**src/rtl/i2c_cmd_sequencer.sv**
```systemverilog
// Hardware command queue feeding an i2c_master: issues queued {cmd,data} words
// back-to-back, collects read bytes in an RX FIFO and halts on a write NACK.
module i2c_cmd_sequencer #(
    parameter int unsigned CMD_DEPTH = 16,
    parameter int unsigned RX_DEPTH  = 16
) (
    input  logic                         clk,
    input  logic                         reset,
    input  logic                         cmd_wr,
    input  logic [10:0]                  cmd_in,
    output logic                         cmd_full,
    output logic [$clog2(CMD_DEPTH):0]   cmd_count,
    input  logic                         rx_rd,
    output logic [7:0]                   rx_data,
    output logic                         rx_empty,
    output logic [$clog2(RX_DEPTH):0]    rx_count,
    input  logic                         flush,
    input  logic                         err_clr,
    output logic                         nack_err,
    output logic                         busy,
    output logic [2:0]                   i2c_cmd,
    output logic [7:0]                   i2c_din,
    output logic                         i2c_wr,
    input  logic                         i2c_ready,
    input  logic                         i2c_done,
    input  logic                         i2c_ack,
    input  logic [7:0]                   i2c_dout
);

    localparam int unsigned CAW = $clog2(CMD_DEPTH);
    localparam int unsigned RAW = $clog2(RX_DEPTH);
    localparam logic [CAW:0] CMD_FULL_CNT = CMD_DEPTH[CAW:0];
    localparam logic [RAW:0] RX_FULL_CNT  = RX_DEPTH[RAW:0];
    localparam logic [2:0]   CODE_WR      = 3'd1;
    localparam logic [2:0]   CODE_RD      = 3'd2;
    localparam logic [2:0]   CODE_LAST    = 3'd4;

    typedef enum logic [2:0] {
        S_IDLE, S_ISSUE, S_GUARD, S_WAIT_RDY, S_WAIT_DATA, S_HALT
    } state_t;

    state_t         r_state;
    logic [2:0]     r_i2c_cmd;
    logic [7:0]     r_i2c_din;
    logic           r_i2c_wr;
    logic           r_nack;

    logic [10:0]    r_cmd_mem [CMD_DEPTH];
    logic [CAW-1:0] r_cmd_wp, r_cmd_rp;
    logic [CAW:0]   r_cmd_cnt;
    logic [7:0]     r_rx_mem [RX_DEPTH];
    logic [RAW-1:0] r_rx_wp, r_rx_rp;
    logic [RAW:0]   r_rx_cnt;

    logic [10:0]    w_head;
    logic           w_cmd_push, w_cmd_pop, w_rx_push, w_rx_pop, w_rx_stall;

    assign w_head     = r_cmd_mem[r_cmd_rp];
    assign w_cmd_push = cmd_wr && !cmd_full && !flush;
    // At most one RD is ever in flight and it has landed before IDLE, so a full RX FIFO is the only stall case
    assign w_rx_stall = (w_head[10:8] == CODE_RD) && (r_rx_cnt == RX_FULL_CNT);
    assign w_cmd_pop  = (r_state == S_IDLE) && (r_cmd_cnt != '0) && i2c_ready && !r_nack && !w_rx_stall;
    assign w_rx_push  = (r_state == S_WAIT_DATA) && i2c_done && (r_i2c_cmd == CODE_RD);
    assign w_rx_pop   = rx_rd && (r_rx_cnt != '0);

    assign cmd_full  = (r_cmd_cnt == CMD_FULL_CNT);
    assign cmd_count = r_cmd_cnt;
    assign rx_empty  = (r_rx_cnt == '0);
    assign rx_count  = r_rx_cnt;
    assign rx_data   = rx_empty ? '0 : r_rx_mem[r_rx_rp];
    assign nack_err  = r_nack;
    assign busy      = (r_state != S_IDLE) || (r_cmd_cnt != '0);
    assign i2c_cmd   = r_i2c_cmd;
    assign i2c_din   = r_i2c_din;
    assign i2c_wr    = r_i2c_wr;

    always_ff @(posedge clk) begin
        if (w_cmd_push) r_cmd_mem[r_cmd_wp] <= cmd_in;
        if (w_rx_push)  r_rx_mem[r_rx_wp]   <= i2c_dout;
    end

    always_ff @(posedge clk or negedge reset) begin
        if (!reset) begin
            r_cmd_wp  <= '0;
            r_cmd_rp  <= '0;
            r_cmd_cnt <= '0;
        end else if (flush) begin
            r_cmd_rp  <= r_cmd_wp;
            r_cmd_cnt <= '0;
        end else begin
            if (w_cmd_push) r_cmd_wp <= r_cmd_wp + CAW'(1);
            if (w_cmd_pop)  r_cmd_rp <= r_cmd_rp + CAW'(1);
            r_cmd_cnt <= r_cmd_cnt + {{CAW{1'b0}}, w_cmd_push} - {{CAW{1'b0}}, w_cmd_pop};
        end
    end

    always_ff @(posedge clk or negedge reset) begin
        if (!reset) begin
            r_rx_wp  <= '0;
            r_rx_rp  <= '0;
            r_rx_cnt <= '0;
        end else begin
            if (w_rx_push) r_rx_wp <= r_rx_wp + RAW'(1);
            if (w_rx_pop)  r_rx_rp <= r_rx_rp + RAW'(1);
            r_rx_cnt <= r_rx_cnt + {{RAW{1'b0}}, w_rx_push} - {{RAW{1'b0}}, w_rx_pop};
        end
    end

    always_ff @(posedge clk or negedge reset) begin
        if (!reset) begin
            r_state   <= S_IDLE;
            r_i2c_cmd <= '0;
            r_i2c_din <= '0;
            r_i2c_wr  <= 1'b0;
            r_nack    <= 1'b0;
        end else begin
            r_i2c_wr <= 1'b0;
            if (err_clr) r_nack <= 1'b0;
            case (r_state)
                S_IDLE: begin
                    // Invalid codes are consumed by the pop but never reach the master
                    if (w_cmd_pop && (w_head[10:8] <= CODE_LAST)) begin
                        r_i2c_cmd <= w_head[10:8];
                        r_i2c_din <= w_head[7:0];
                        r_i2c_wr  <= 1'b1;
                        r_state   <= S_ISSUE;
                    end
                end
                S_ISSUE: r_state <= S_GUARD;
                S_GUARD: begin
                    if ((r_i2c_cmd == CODE_WR) || (r_i2c_cmd == CODE_RD)) r_state <= S_WAIT_DATA;
                    else                                                  r_state <= S_WAIT_RDY;
                end
                S_WAIT_RDY: if (i2c_ready) r_state <= S_IDLE;
                S_WAIT_DATA: begin
                    if (i2c_done) begin
                        if ((r_i2c_cmd == CODE_WR) && i2c_ack) begin
                            r_nack  <= 1'b1;
                            r_state <= S_HALT;
                        end else begin
                            r_state <= S_WAIT_RDY;
                        end
                    end
                end
                S_HALT: if (err_clr) r_state <= S_IDLE;
                default: r_state <= S_IDLE;
            endcase
        end
    end

endmodule

```
**config.mk**
```make
export PLATFORM = sky130hd
export DESIGN_NAME = i2c_cmd_sequencer
export DESIGN_NICKNAME = d
export VERILOG_FILES = /design/src/rtl/i2c_cmd_sequencer.sv
export SDC_FILE = /design/constraint.sdc
export NUM_CORES = 1
export LEC_CHECK = 0
export ABC_AREA = 0
export CAP_MARGIN = 15
export CELL_PAD_IN_SITES_DETAIL_PLACEMENT = 2
export CELL_PAD_IN_SITES_GLOBAL_PLACEMENT = 2
export CORE_AREA = 2 2 177 179
export DETAILED_ROUTE_END_ITERATION = 8
export DIE_AREA = 0 0 179 181
export PLACE_DENSITY_LB_ADDON = 0.15
export SKIP_CTS_REPAIR_TIMING = 1
export SLEW_MARGIN = 15
export SYNTH_ARGS = -nofsm -noshare
export SYNTH_HDL_FRONTEND = slang
export SYNTH_SLANG_ARGS = --single-unit
```
**constraint.sdc**
```tcl
create_clock -name clk -period 4.1 [get_ports clk]
set_input_delay 0.82 -clock clk [delete_from_list [all_inputs] [get_ports clk]]
set_output_delay 0.82 -clock clk [all_outputs]
set_load 0.01 [all_outputs]
```
==> impl_metrics.toml, run 1 <==
[run_status]
status = "finished, final reports clean"

[yosys]
synth-compound-area-share_pct = 1.63
synth_ff_type = "edfxtp_1"
syn_area_per_cell_sq_um = 20.2
ys_warn_count = 0
synth_fa_ha_area_share_pct = 2.24
ys_ff_latch = 346
yosysSeqAreaShare_pct = 72.3
syn_area_sq_um = 14100
async_flop_share_pct = 12.1
syn_nets = 748
synth_xor_area_share_pct = 1.12
syn_inst = 696
synth-simple-area-share_pct = 4.42
synthMuxAreaShare_pct = 16.3
synth_edf_count = 304
synth_top_family_by_area = "multiplexers"
synth.distinct_cells = 55

[final_layout]
fill_cells = 2553
drive_gt1_share_pct = 24.9
layout-area-overhead-vs-synth_pct = 16.5
nets = 849

[routing]
drc = 0
wire_per_inst_um = 30.2
drtPass1Iterations = 5
drt-total-wl_um = 36900
antenna_left = 0
vias = 7139
initialDrtViolationCount = 548
via_per_inst = 5.85

[floorplan]
initial_core_util_pct = 46.4
rows = 64
fp.dieH_um = 181
die_area_sq_um = 32400
fp.coreArea_sq_um = 30300
num_io_pins = 62
dieWidth_um = 179

[global_routing]
grt_max_degree = 36
overflow = 0
grtUsageTotal_pct = 24.0
antenna_found_initial = 1
grt_pass1_wl_um = 55200
grt_pass1_vias = 8029

[clock_tree]
cts_buffer_depth = 3
cts_buffers = 39
insertion_delay_ps = 530
clock-sinks = 346
path_clk_slew_ps = 50
cts_tree = "yes"
cts-root-buf = "clkbuf_16"
htreeDepth = 2

[setup_path]
slowest_delay_ps = 560
required_ps = 3280
end_kind = "primary output"
crit_slowest_cell = "dfrtp_4"
start_kind = "flop"
crit_buf_inv = 2
crit_family = "multiplexers"
path_max_fanout = 25
arrival_ps = 3090
worstReg2RegEnd = "cmd_count[4]$_DFF_PN0_"
r2r-start = "r_cmd_rp[0]$_DFFE_PN0P_"
crit_start = "r_rx_rp[0]$_DFFE_PN0P_"
path_cells = "buf_12 -> mux4_2 -> mux4_2 -> nor2b_1 -> clkdlybuf4s50_1"
r2r_slack_ps = 410
r2r_cells = 14
cp_common_cell = "mux4_2"
crit_type = "flop to primary output"

[power_and_ir_drop]
total_power_mw = 11.2
power.density_nw_per_um2 = 685
ir_worst_vdd_mv = 0.473
p_leak_nw = 5.54

[timing]
grt_setup_unrepaired = "no"
fin_tns_setup_ps = 0
min_period_ps = 3910
hold_viol = 0
worst_pin_slew_ps = 917
skew_ps = 11.3
max_freq_mhz = 256
slew_headroom_pct = 38.9
setup_viol_count_final = 0
period_share_pct = 95.4
hold_ws_ps = 367
slew_viol_final = 0

[min_path]
hold_path.class = "primary input to asynchronous set/reset pin"

[placement]
hpwlAfterDp_um = 23400
gp_congestion = 0.739
port_buffers = 61

[flow_run]
max-cap-violations = 0
state kept, by name, indices dropped and copies added, names as in the netlist:
signal	flops
i2c_wr	1
r_rx_wp	4
r_cmd_rp	4
i2c_cmd	3
cmd_count	5
r_rx_mem	128
i2c_din	8
r_cmd_wp	4
r_rx_rp	4
r_state	3
rx_count	5
nack_err	1
r_cmd_mem	176
cell families after synthesis:
kind of cell             count (synthesis)
buffers and inverters                   59
AND/OR/NAND/NOR                        108
AO/OA/AOI/OAI                           31
adder cells (fa/ha/maj)                 24
flip-flops                             346
multiplexers                           110
XOR/XNOR                                18
metrics by stage:
step | utilization (%) | setup slack (ps) | cells | area, sq um
2_1_floorplan | - | 943 | 696 | 14100
3_3_place_gp | 50.3 | 550 | 1152 | 15300
3_5_place_dp | 50.3 | 385 | 1152 | 15300
4_1_cts | 54.0 | 83.6 | 1220 | 16400
5_1_grt | 54.1 | 65.3 | 1221 | 16400
6_report | 54.1 | 190 | 1221 | 16400
report_power, final:
| part | total (mW) | switching (mW) | internal, mW |
|---|---|---|---|
| clock network | 3.18 | 1.39 | 1.79 |
| logic | 3.40 | 1.52 | 1.88 |
| registers | 4.65 | 0.524 | 4.12 |
| total | 11.2 | 3.44 | 7.79 |
synthesized netlist by cell type, drive strengths merged (2+ instances only):
cell type | instances | area share, %
nor4b | 3 | 0.34
fa | 2 | 0.28
edfxtp | 304 | 65
o21ai | 7 | 0.25
nor2b | 14 | 0.68
a22oi | 2 | 0.14
nor3 | 6 | 0.21
a31oi | 3 | 0.13
buf | 20 | 0.95
nor3b | 3 | 0.16
a21oi | 10 | 0.38
nand4 | 4 | 0.18
inv | 27 | 0.72
nand2b | 4 | 0.18
clkbuf | 12 | 0.32
xnor2 | 14 | 0.87
dfrtp | 42 | 7.5
mux2 | 12 | 1.1
nand2 | 18 | 0.48
mux4 | 92 | 15
nand3 | 5 | 0.21
mux2i | 6 | 0.43
a21o | 3 | 0.16
and2 | 17 | 0.76
nor2 | 25 | 0.67
xor2 | 4 | 0.25
ha | 22 | 2.0
and3 | 2 | 0.089
layout make-up:
| cell class | count | area [sq um] | share of cell area [%] |
|---|---|---|---|
| clock buffer | 52 | 1040 | 6.37 |
| timing repair buffer | 92 | 851 | 5.19 |
| clock inverter | 16 | 86.3 | 0.526 |
| inverter | 27 | 101 | 0.618 |
| tap | 396 | 495 | 3.02 |
| multi-input combinational | 291 | 3640 | 22.2 |
| sequential | 346 | 10200 | 62.1 |
| antenna | 1 | 2.50 | 0.0153 |
cells in the final DEF (no fill, tap or decap), types with 4 or more instances in the layout:
master,instances
dfrtp_1,38
a21oi_1,9
nand2b_1,4
nand3_1,4
edfxtp_1,304
o21ai_0,5
xnor2_1,14
nor2_1,25
nor2b_1,13
mux2_4,7
clkinv_2,6
inv_1,25
mux2i_1,6
buf_4,30
ha_1,22
clkbuf_1,11
nand4_1,4
mux4_2,92
nand2_1,18
clkinv_1,6
clkdlybuf4s50_1,60
clkbuf_16,39
nor3_2,4
xor2_1,4
and2_1,17
worst max path at each step:
| stage | cells after the start | to |
|---|---|---|
| finish | 5 | rx_data[4] |
| global route | 5 | rx_data[4] |
| CTS | 5 | rx_data[4] |
| detailed placement | 13 | cmd_count[4]$_DFF_PN0_ |
| global placement | 13 | cmd_count[4]$_DFF_PN0_ |
| floorplan | 16 | cmd_count[4]$_DFF_PN0_ |
metal layers:
layer,part of all wire [%],vias to the layer above,track usage [%]
met2,49,207,38.4
met1,44,3892,34.3
met4,2.2,0,6.60
met5,0,-,0
met3,4.5,57,4.08
li1,-,2983,-
(Power assumes the default switching activity.)
==> inputs of run 2 (changes only) <==
- GPL_ROUTABILITY_DRIVEN: unset -> 0
==> results of run 2 <==
Final layout, timing and power as in run 1 (identical DEF).
==> inputs of run 3 (changes only) <==
- ABC_AREA: 0 -> unset
==> results of run 3 <==
Final layout, timing and power as in run 1 (identical DEF).
